## src/rtl/acc_drain_quantizer.sv

```systemverilog
// -----------------------------------------------------------------------------
// acc_drain_quantizer
//
// Purpose:
//   Drains the accumulator memory, entries 0..DEPTH-1 in order, after a Start
//   request. Each unsigned partial sum is right-shifted by a latched amount,
//   saturated to OUT_WIDTH and presented on a valid/ready stream.
//   Done pulses once the last entry has been accepted.
//
// Optional feature (compile-time macro ACC_DRAIN_ROUND_EN):
//   When defined, round-half-up is applied before the shift. For Shift values
//   1..PARTIAL_SUM_WIDTH-1, 2^(Shift-1) is added at PARTIAL_SUM_WIDTH+1 bits,
//   so the add cannot wrap. Saturation is applied after rounding.
//   When not defined, only the truncating shift is built and there is no adder.
//
// Ports:
//   clk          in   clock, rising edge
//   rst_n        in   asynchronous active-low reset
//   Start        in   drain request, sampled only in IDLE
//   Shift        in   right-shift amount, latched when Start is accepted
//   Acc_Rd_en    out  accumulator read strobe (registered)
//   Acc_Rd_Addr  out  accumulator read address (registered)
//   Acc_Rd_Data  in   entry data, valid one cycle after Acc_Rd_en
//   Out_valid    out  Out_Data and Out_Addr are valid
//   Out_ready    in   consumer ready; a transfer occurs when valid && ready
//   Out_Data     out  quantized value
//   Out_Addr     out  source entry index of Out_Data
//   Busy         out  high in every state except IDLE
//   Done         out  one-cycle pulse after the last transfer
//   Sat_Flag     out  sticky saturation flag for the current drain
//
// state | meaning
// ------+-----------------------------------------------------------------
// IDLE  | waiting for Start
// RD    | Acc_Rd_en high, Acc_Rd_Addr = cnt
// CAP   | read data is on Acc_Rd_Data; quantize it and load the output regs
// HOLD  | Out_valid high, waiting for Out_ready
// DONE  | Done pulse, then return to IDLE
// -----------------------------------------------------------------------------
module acc_drain_quantizer #(
  parameter int PARTIAL_SUM_WIDTH = 45,
  parameter int DEPTH             = 8,
  parameter int ADDR_WIDTH        = 3,
  parameter int OUT_WIDTH         = 8,
  parameter int SHIFT_WIDTH       = 6
) (
  input  logic                         clk,
  input  logic                         rst_n,
  input  logic                         Start,
  input  logic [SHIFT_WIDTH-1:0]       Shift,
  output logic                         Acc_Rd_en,
  output logic [ADDR_WIDTH-1:0]        Acc_Rd_Addr,
  input  logic [PARTIAL_SUM_WIDTH-1:0] Acc_Rd_Data,
  output logic                         Out_valid,
  input  logic                         Out_ready,
  output logic [OUT_WIDTH-1:0]         Out_Data,
  output logic [ADDR_WIDTH-1:0]        Out_Addr,
  output logic                         Busy,
  output logic                         Done,
  output logic                         Sat_Flag
);

  // One extra bit so the rounding add never wraps. The truncating build
  // uses the same width so the saturation check is shared.
  localparam int SUM_W = PARTIAL_SUM_WIDTH + 1;
  localparam logic [31:0] PSW_U = PARTIAL_SUM_WIDTH;
  localparam logic [ADDR_WIDTH-1:0] LAST_IDX = ADDR_WIDTH'(DEPTH - 1);

  typedef enum logic [2:0] {
    S_IDLE,
    S_RD,
    S_CAP,
    S_HOLD,
    S_DONE
  } state_t;

  state_t                   state_q, state_d;
  logic [ADDR_WIDTH-1:0]    cnt_q, cnt_d;
  logic [SHIFT_WIDTH-1:0]   shift_q, shift_d;
  logic                     rd_en_q, rd_en_d;
  logic [ADDR_WIDTH-1:0]    rd_addr_q, rd_addr_d;
  logic                     out_valid_q, out_valid_d;
  logic [OUT_WIDTH-1:0]     out_data_q, out_data_d;
  logic [ADDR_WIDTH-1:0]    out_addr_q, out_addr_d;
  logic                     done_q, done_d;
  logic                     sat_q, sat_d;

  // Quantizer datapath
  logic                     shift_ok;
  logic [SUM_W-1:0]         sum;
  logic [SUM_W-1:0]         q_wide;
  logic                     q_ovf;
  logic [OUT_WIDTH-1:0]     q_sat;

`ifdef ACC_DRAIN_ROUND_EN
  logic [SUM_W-1:0]         round_add;
`endif

  always_comb begin
    // Shifts of PARTIAL_SUM_WIDTH or more flush every bit out; force zero
    // rather than relying on the shifter's behaviour for large amounts.
    shift_ok = (32'(shift_q) < PSW_U);
`ifdef ACC_DRAIN_ROUND_EN
    round_add = '0;
    if (shift_ok && (shift_q != '0)) begin
      round_add = SUM_W'(1) << (shift_q - SHIFT_WIDTH'(1));
    end
    sum = {1'b0, Acc_Rd_Data} + round_add;
`else
    sum = {1'b0, Acc_Rd_Data};
`endif
    q_wide = shift_ok ? (sum >> shift_q) : '0;
    q_ovf  = |q_wide[SUM_W-1:OUT_WIDTH];
    q_sat  = q_ovf ? '1 : q_wide[OUT_WIDTH-1:0];
  end

  always_ff @(posedge clk or negedge rst_n) begin
    if (!rst_n) begin
      state_q     <= S_IDLE;
      cnt_q       <= '0;
      shift_q     <= '0;
      rd_en_q     <= 1'b0;
      rd_addr_q   <= '0;
      out_valid_q <= 1'b0;
      out_data_q  <= '0;
      out_addr_q  <= '0;
      done_q      <= 1'b0;
      sat_q       <= 1'b0;
    end else begin
      state_q     <= state_d;
      cnt_q       <= cnt_d;
      shift_q     <= shift_d;
      rd_en_q     <= rd_en_d;
      rd_addr_q   <= rd_addr_d;
      out_valid_q <= out_valid_d;
      out_data_q  <= out_data_d;
      out_addr_q  <= out_addr_d;
      done_q      <= done_d;
      sat_q       <= sat_d;
    end
  end

  // The read strobe and Done are registered on the transition into RD and
  // DONE, so each is high for exactly the cycle spent in that state.
  always_comb begin
    state_d     = state_q;
    cnt_d       = cnt_q;
    shift_d     = shift_q;
    rd_en_d     = 1'b0;
    rd_addr_d   = rd_addr_q;
    out_valid_d = out_valid_q;
    out_data_d  = out_data_q;
    out_addr_d  = out_addr_q;
    done_d      = 1'b0;
    sat_d       = sat_q;

    case (state_q)
      S_IDLE: begin
        if (Start) begin
          shift_d   = Shift;
          sat_d     = 1'b0;
          cnt_d     = '0;
          rd_en_d   = 1'b1;
          rd_addr_d = '0;
          state_d   = S_RD;
        end
      end

      S_RD: begin
        state_d = S_CAP;
      end

      S_CAP: begin
        out_data_d  = q_sat;
        out_addr_d  = cnt_q;
        out_valid_d = 1'b1;
        if (q_ovf) begin
          sat_d = 1'b1;
        end
        state_d = S_HOLD;
      end

      S_HOLD: begin
        if (Out_ready) begin
          out_valid_d = 1'b0;
          if (cnt_q == LAST_IDX) begin
            done_d  = 1'b1;
            state_d = S_DONE;
          end else begin
            cnt_d     = cnt_q + ADDR_WIDTH'(1);
            rd_en_d   = 1'b1;
            rd_addr_d = cnt_q + ADDR_WIDTH'(1);
            state_d   = S_RD;
          end
        end
      end

      S_DONE: begin
        state_d = S_IDLE;
      end

      default: begin
        state_d = S_IDLE;
      end
    endcase
  end

  assign Acc_Rd_en   = rd_en_q;
  assign Acc_Rd_Addr = rd_addr_q;
  assign Out_valid   = out_valid_q;
  assign Out_Data    = out_data_q;
  assign Out_Addr    = out_addr_q;
  assign Busy        = (state_q != S_IDLE);
  assign Done        = done_q;
  assign Sat_Flag    = sat_q;

endmodule

```

## config.mk

```make
export PLATFORM = sky130hd
export DESIGN_NAME = acc_drain_quantizer
export DESIGN_NICKNAME = d
export VERILOG_FILES = /design/src/rtl/acc_drain_quantizer.sv
export SDC_FILE = /design/constraint.sdc
export NUM_CORES = 1
export LEC_CHECK = 0
export BUFFER_PORTS_ARGS = -buffer_cell sky130_fd_sc_hd__buf_2
export CAP_MARGIN = 20
export CORE_MARGIN = 3
export CORE_UTILIZATION = 51
export DETAILED_ROUTE_END_ITERATION = 8
export PLACE_DENSITY = 0.9
export SLEW_MARGIN = 20
export SYNTH_ARGS = -nofsm -noshare
export SYNTH_HDL_FRONTEND = slang
export SYNTH_SLANG_ARGS = --single-unit
```

## constraint.sdc

```tcl
create_clock -name clk -period 2.35 [get_ports clk]
set_input_delay 0.3525 -clock clk [delete_from_list [all_inputs] [get_ports clk]]
set_output_delay 0.3525 -clock clk [all_outputs]
set_load 0.02 [all_outputs]
```

======== After elaboration in Yosys (flattened, before gate mapping) ========
Cells that the tools add are included.
storage, ports and cells
  bits in registers ....................... 27
  input bits .............................. 55
  output and inout bits ................... 19
  word-level logic and storage cells ...... 53
operators by class
  $add $sub $neg .......................... 1
  magnitude comparators ................... 1
  equal/unequal tests ..................... 8
  shift-type cells ........................ 1
  mux-type cells .......................... 22
  reduce and logical (&&, ||, !) cells .... 11
operators by type and width
  operator               count
  $mux W46               1
  $shr A45 B6 Y46        1
  $reduce_or A38 Y1      1
  $mux W3                6
  $pmux W3 S4            1
  $mux W1                9
  $mux W8                1
  $ne A2 B2 Y1 const B   4
  $eq A3 B2 Y1 const B   2
  $lt A6 B6 Y1 const B   1
  $pmux W1 S2            3
  $pmux W3 S2            1
  $reduce_and A2 Y1      3
  $reduce_bool A2 Y1     3
  $reduce_and A4 Y1      1
  $add A3 B1 Y3 const B  1
  $eq A3 B1 Y1 const B   1
  $eq A3 B3 Y1 const B   1
  $logic_not A3 Y1       1
  $reduce_and A3 Y1      1
  $reduce_bool A3 Y1     1

======== Longest topological paths before layout ========
  word-level depth ........................ 5
  gate-level depth with buffers ........... 12
  gate-level depth less buffers ........... 7

======== Worst setup path after synthesis ========
No wires, ideal clock.
  kind .................................... reg2reg
  from .................................... reg shift_q[0]
  to ...................................... reg out_data_q[1] (netlist: Out_Data[1])
  arrival ................................. 2.314 ns
  required time ........................... 2.199 ns
  setup slack ............................. -0.114 ns
  stages on the path, launching flop included .. 9
  period minus slack after synthesis ...... 2.464 ns
  cell sequence ........................... dfrtp_1 > buf_6 > mux4_2 > or2_1 > or4_1 > o221ai_1 > a31oi_1 > a31oi_4 > a41oi_1
on the way
  cells in the longest elaborated chain, start to end .. 4
  elaborated cells on any way between the ends .. 5
  those cells by class .................... order compare: 1; shift: 1; mux: 2; reduce/logical: 1
ends and longest elaborated chain
  element                                                 line      RTL
  start, declared                                         79        logic [SHIFT_WIDTH-1:0] shift_q, shift_d;
  start signal, assigned                                  132       shift_q <= shift_d;
  $shr A45 B6 Y46 / $lt A6 B6 Y1 (equally long branches)  112, 102
  $mux W46 (*)                                            112       q_wide = shift_ok ? (sum >> shift_q) : '0;
  $reduce_or A38 Y1                                       113       q_ovf = |q_wide[SUM_W-1:OUT_WIDTH];
  $mux W8 (*)                                             114       q_sat = q_ovf ? '1 : q_wide[OUT_WIDTH-1:0];
  end signal, assigned                                    136       out_data_q <= out_data_d;
  end, declared                                           83        logic [OUT_WIDTH-1:0] out_data_q, out_data_d;
Mark *: on every way between the ends. The rest lies on a longest branch, timed or not.
A chain may end at the register's enable or synchronous reset.

======== Worst setup path in the final report ========
  from .................................... reg shift_q[0]
  to ...................................... reg out_data_q[4] (netlist: Out_Data[4])
The elaborated chain is that of the path after synthesis.

==> flow_summary.toml <==
[status]
outcome = "complete, but fails checks"
violations = "setup timing"

[routing]
dr_wl_met3_microns = 1320
post_drt_wl_per_cell_microns = 20.3
route.met2.wl_microns = 6190
finalWirelength_microns = 12500
drtIter0Drc = 494
drt-met1-wl_microns = 4580
vias = 4200
topRoutingLayerUsed = "met4"
first_pass_iters = 6
drc = 0
final_antenna_net_count = 0
routed_via_density = 6.83

[global_routing]
grt_pass1_wl_microns = 19000
grt_pass1_vias = 3949
grt_max_degree = 40
gr-total-overflow = 0
track_usage_pct = 27.8
antenna_found_initial = 0

[floorplanning]
ioPinCount = 74
dieArea_sq_um = 8260
die_y_microns = 90.9
start_util_pct = 53.2
fp.dieW_microns = 90.9
num_rows = 30
coreArea_sq_um = 6910

[yosys]
netlist_instances = 393
synth_cell_types = 60
ys.flop_type = "dfrtp_1"
syn_area_sq_um = 3680
synth_seq_cells = 27
seq_area_frac_synth_pct = 18.4
synth_area_per_cell_sq_um = 9.35
yosysTopAreaCell = "mux4_2"
synth_edf_count = 0
ys_warn_count = 0
synth_top_area_share_pct = 29.4
synth_fp_nets = 450
synth_area_leaders = "mux4_2 (29%), dfrtp_1 (18%), mux2i_1 (5.4%)"
async_flop_share_pct = 100

[pwr]
power_mw = 6.94
leakagePower_nw = 1.98
powerDensity_nw_per_um2 = 1420
peakVddDrop_uv = 682

[clock_network]
htree_levels = 1
clock_sinks = 27
cts_buffers = 3
cts_buffer_depth = 2
hold_buffers = 0
clkLatencyLatePin_ns = 0.27
clkTransAtPathRegs_ns = 0.10
clockRootBuffer = "clkbuf_8"
cts_tree = "built"

[critical_path]
worstPathBufferInverterCount = 1
path_class = "flop to flop"
crit_path_max_fanout = 8
startpoint_type = "flop"
crit_arrival_ns = 2.86
max_stage_delay_ns = 0.52
critPathTopFamily = "compound AO/OA/AOI/OAI gates"
slowest_stage = "mux4_2"
path_cells = "buf_12 > mux4_2 > or3_1 > maj3_2 > o31a_1 > o21ai_4 > a41oi_2"
worstPathRequired_ns = 2.48
crit_path_end_kind = "flop"

[cells_and_area]
final_nets = 577
drive_gt1_share_pct = 46.6
diodes = 0
fin_util_pct = 70.6
regArea_sq_um = 681
layout_commonest_cell = "buf_4"
multi_input_area_sq_um = 2900
final_cell_mix = "buf_4 (75), buf_2 (73), mux4_2 (48)"
stdcell_count = 615
final_area_sq_um = 4880
syn_to_final_growth_pct = 32.7
fillers = 547

[flow_run]
maxCapViolCount = 0

[sta]
hold_viol_final = 0
finalCritPeriodShare_pct = 116
tightest_slew_ns = 0.599
finalClockSkew_ns = 0.0131
worst_slack_ns = -0.380
relSlewSlack_pct = 60.1
max_freq_mhz = 366
min_period_ns = 2.73
grt_setup_unrepaired = "yes"
report.final.slew_viol_count = 0
tns_ns = -3.25
finalSetupViolCount = 9

[placement]
dp_hpwl_microns = 9400
port_buffers = 73
gp_congestion = 0.991
placed_area_sq_um = 4650
dp.cells = 605

[worst_hold_path]
worstHoldPathType = "input pin to async pin"
[metrics by stage]
| stage | hold slack [ns] | worst slack [ns] |
|---|---|---|
| after detailed placement | 0.391 | -0.382 |
| after floorplan | 0.0569 | -0.110 |
| final | 0.0714 | -0.380 |
| after CTS | 0.0899 | -0.315 |
| after global routing | 0.112 | -0.489 |
| after global placement | 0.381 | -0.326 |
[logic make-up (layout without fill, tap and decap cells)]
family	after synthesis	count (layout)	synth area share (%)
AND/OR/NAND/NOR	147	147	19.1
AO/OA/AOI/OAI	101	101	19.8
multiplexers	72	72	36.1
buffers and inverters	43	169	5.68
flip-flops	27	27	18.4
adder cells (fa/ha/maj)	3	3	0.987
[cell usage after synthesis, drive strengths merged, types with 9 or more instances]
cell type / number
dfrtp: 27
mux2i: 20
a21oi: 21
mux4: 48
nand2: 38
clkbuf: 18
o21ai: 15
buf: 16
nor2b: 9
nor3: 22
nor2: 42
a31oi: 12
nand3: 9
[cell type report]
class	instances	area share (%)
timing repair buffer	156	22.5
sequential	27	14.0
tap	96	2.46
multi-input combinational	323	59.4
inverter	9	0.693
clock buffer	3	0.847
clock inverter	1	0.103
[path summary, 6_finish.rpt]
kind	start	endpoint	slack, ns	depth (start not counted)
max	shift_q[0]	Out_Data[4]	-0.38	7
min	rst_n	Acc_Rd_Addr[2]	0.07	1
max reg2reg	shift_q[0]	Out_Data[4]	-0.38	7
min reg2reg	state_q[2]	state_q[0]	0.47	1
max in group asynchronous	rst_n	shift_q[0]	1.84	1
min in group clk	Shift[5]	shift_q[5]	0.28	3
[registers in the layout, summed over array words and instances, names as in the netlist]
register	cells
Acc_Rd_Addr	3
Acc_Rd_en	1
Done	1
Out_Addr	3
Out_Data	8
Out_valid	1
Sat_Flag	1
shift_q	6
state_q	3
[routing by layer]
metal | global-route usage, % | up-vias
met5 | 0 | -
met4 | 5.78 | 0
met3 | 3.67 | 56
met2 | 49.4 | 315
met1 | 36.5 | 1996
li1 | - | 1833
[report_power, final]
group / switching (mW) / leakage (nW) / total (mW) / internal [mW]
logic: 2.99 / 1.66 / 5.83 / 2.84
registers: 0.190 / 0.303 / 0.848 / 0.658
clock network: 0.143 / 0.0255 / 0.262 / 0.119
[timing repair]
item | in CTS | in global routing
gates resized for setup | 8 | 10
endpoints found under the setup margin | 9 | 9
gates cloned | 0 | 2
buffers inserted | 3 | 1
pin swaps | 1 | 8
Note: power is estimated with default switching activity, not from simulation.
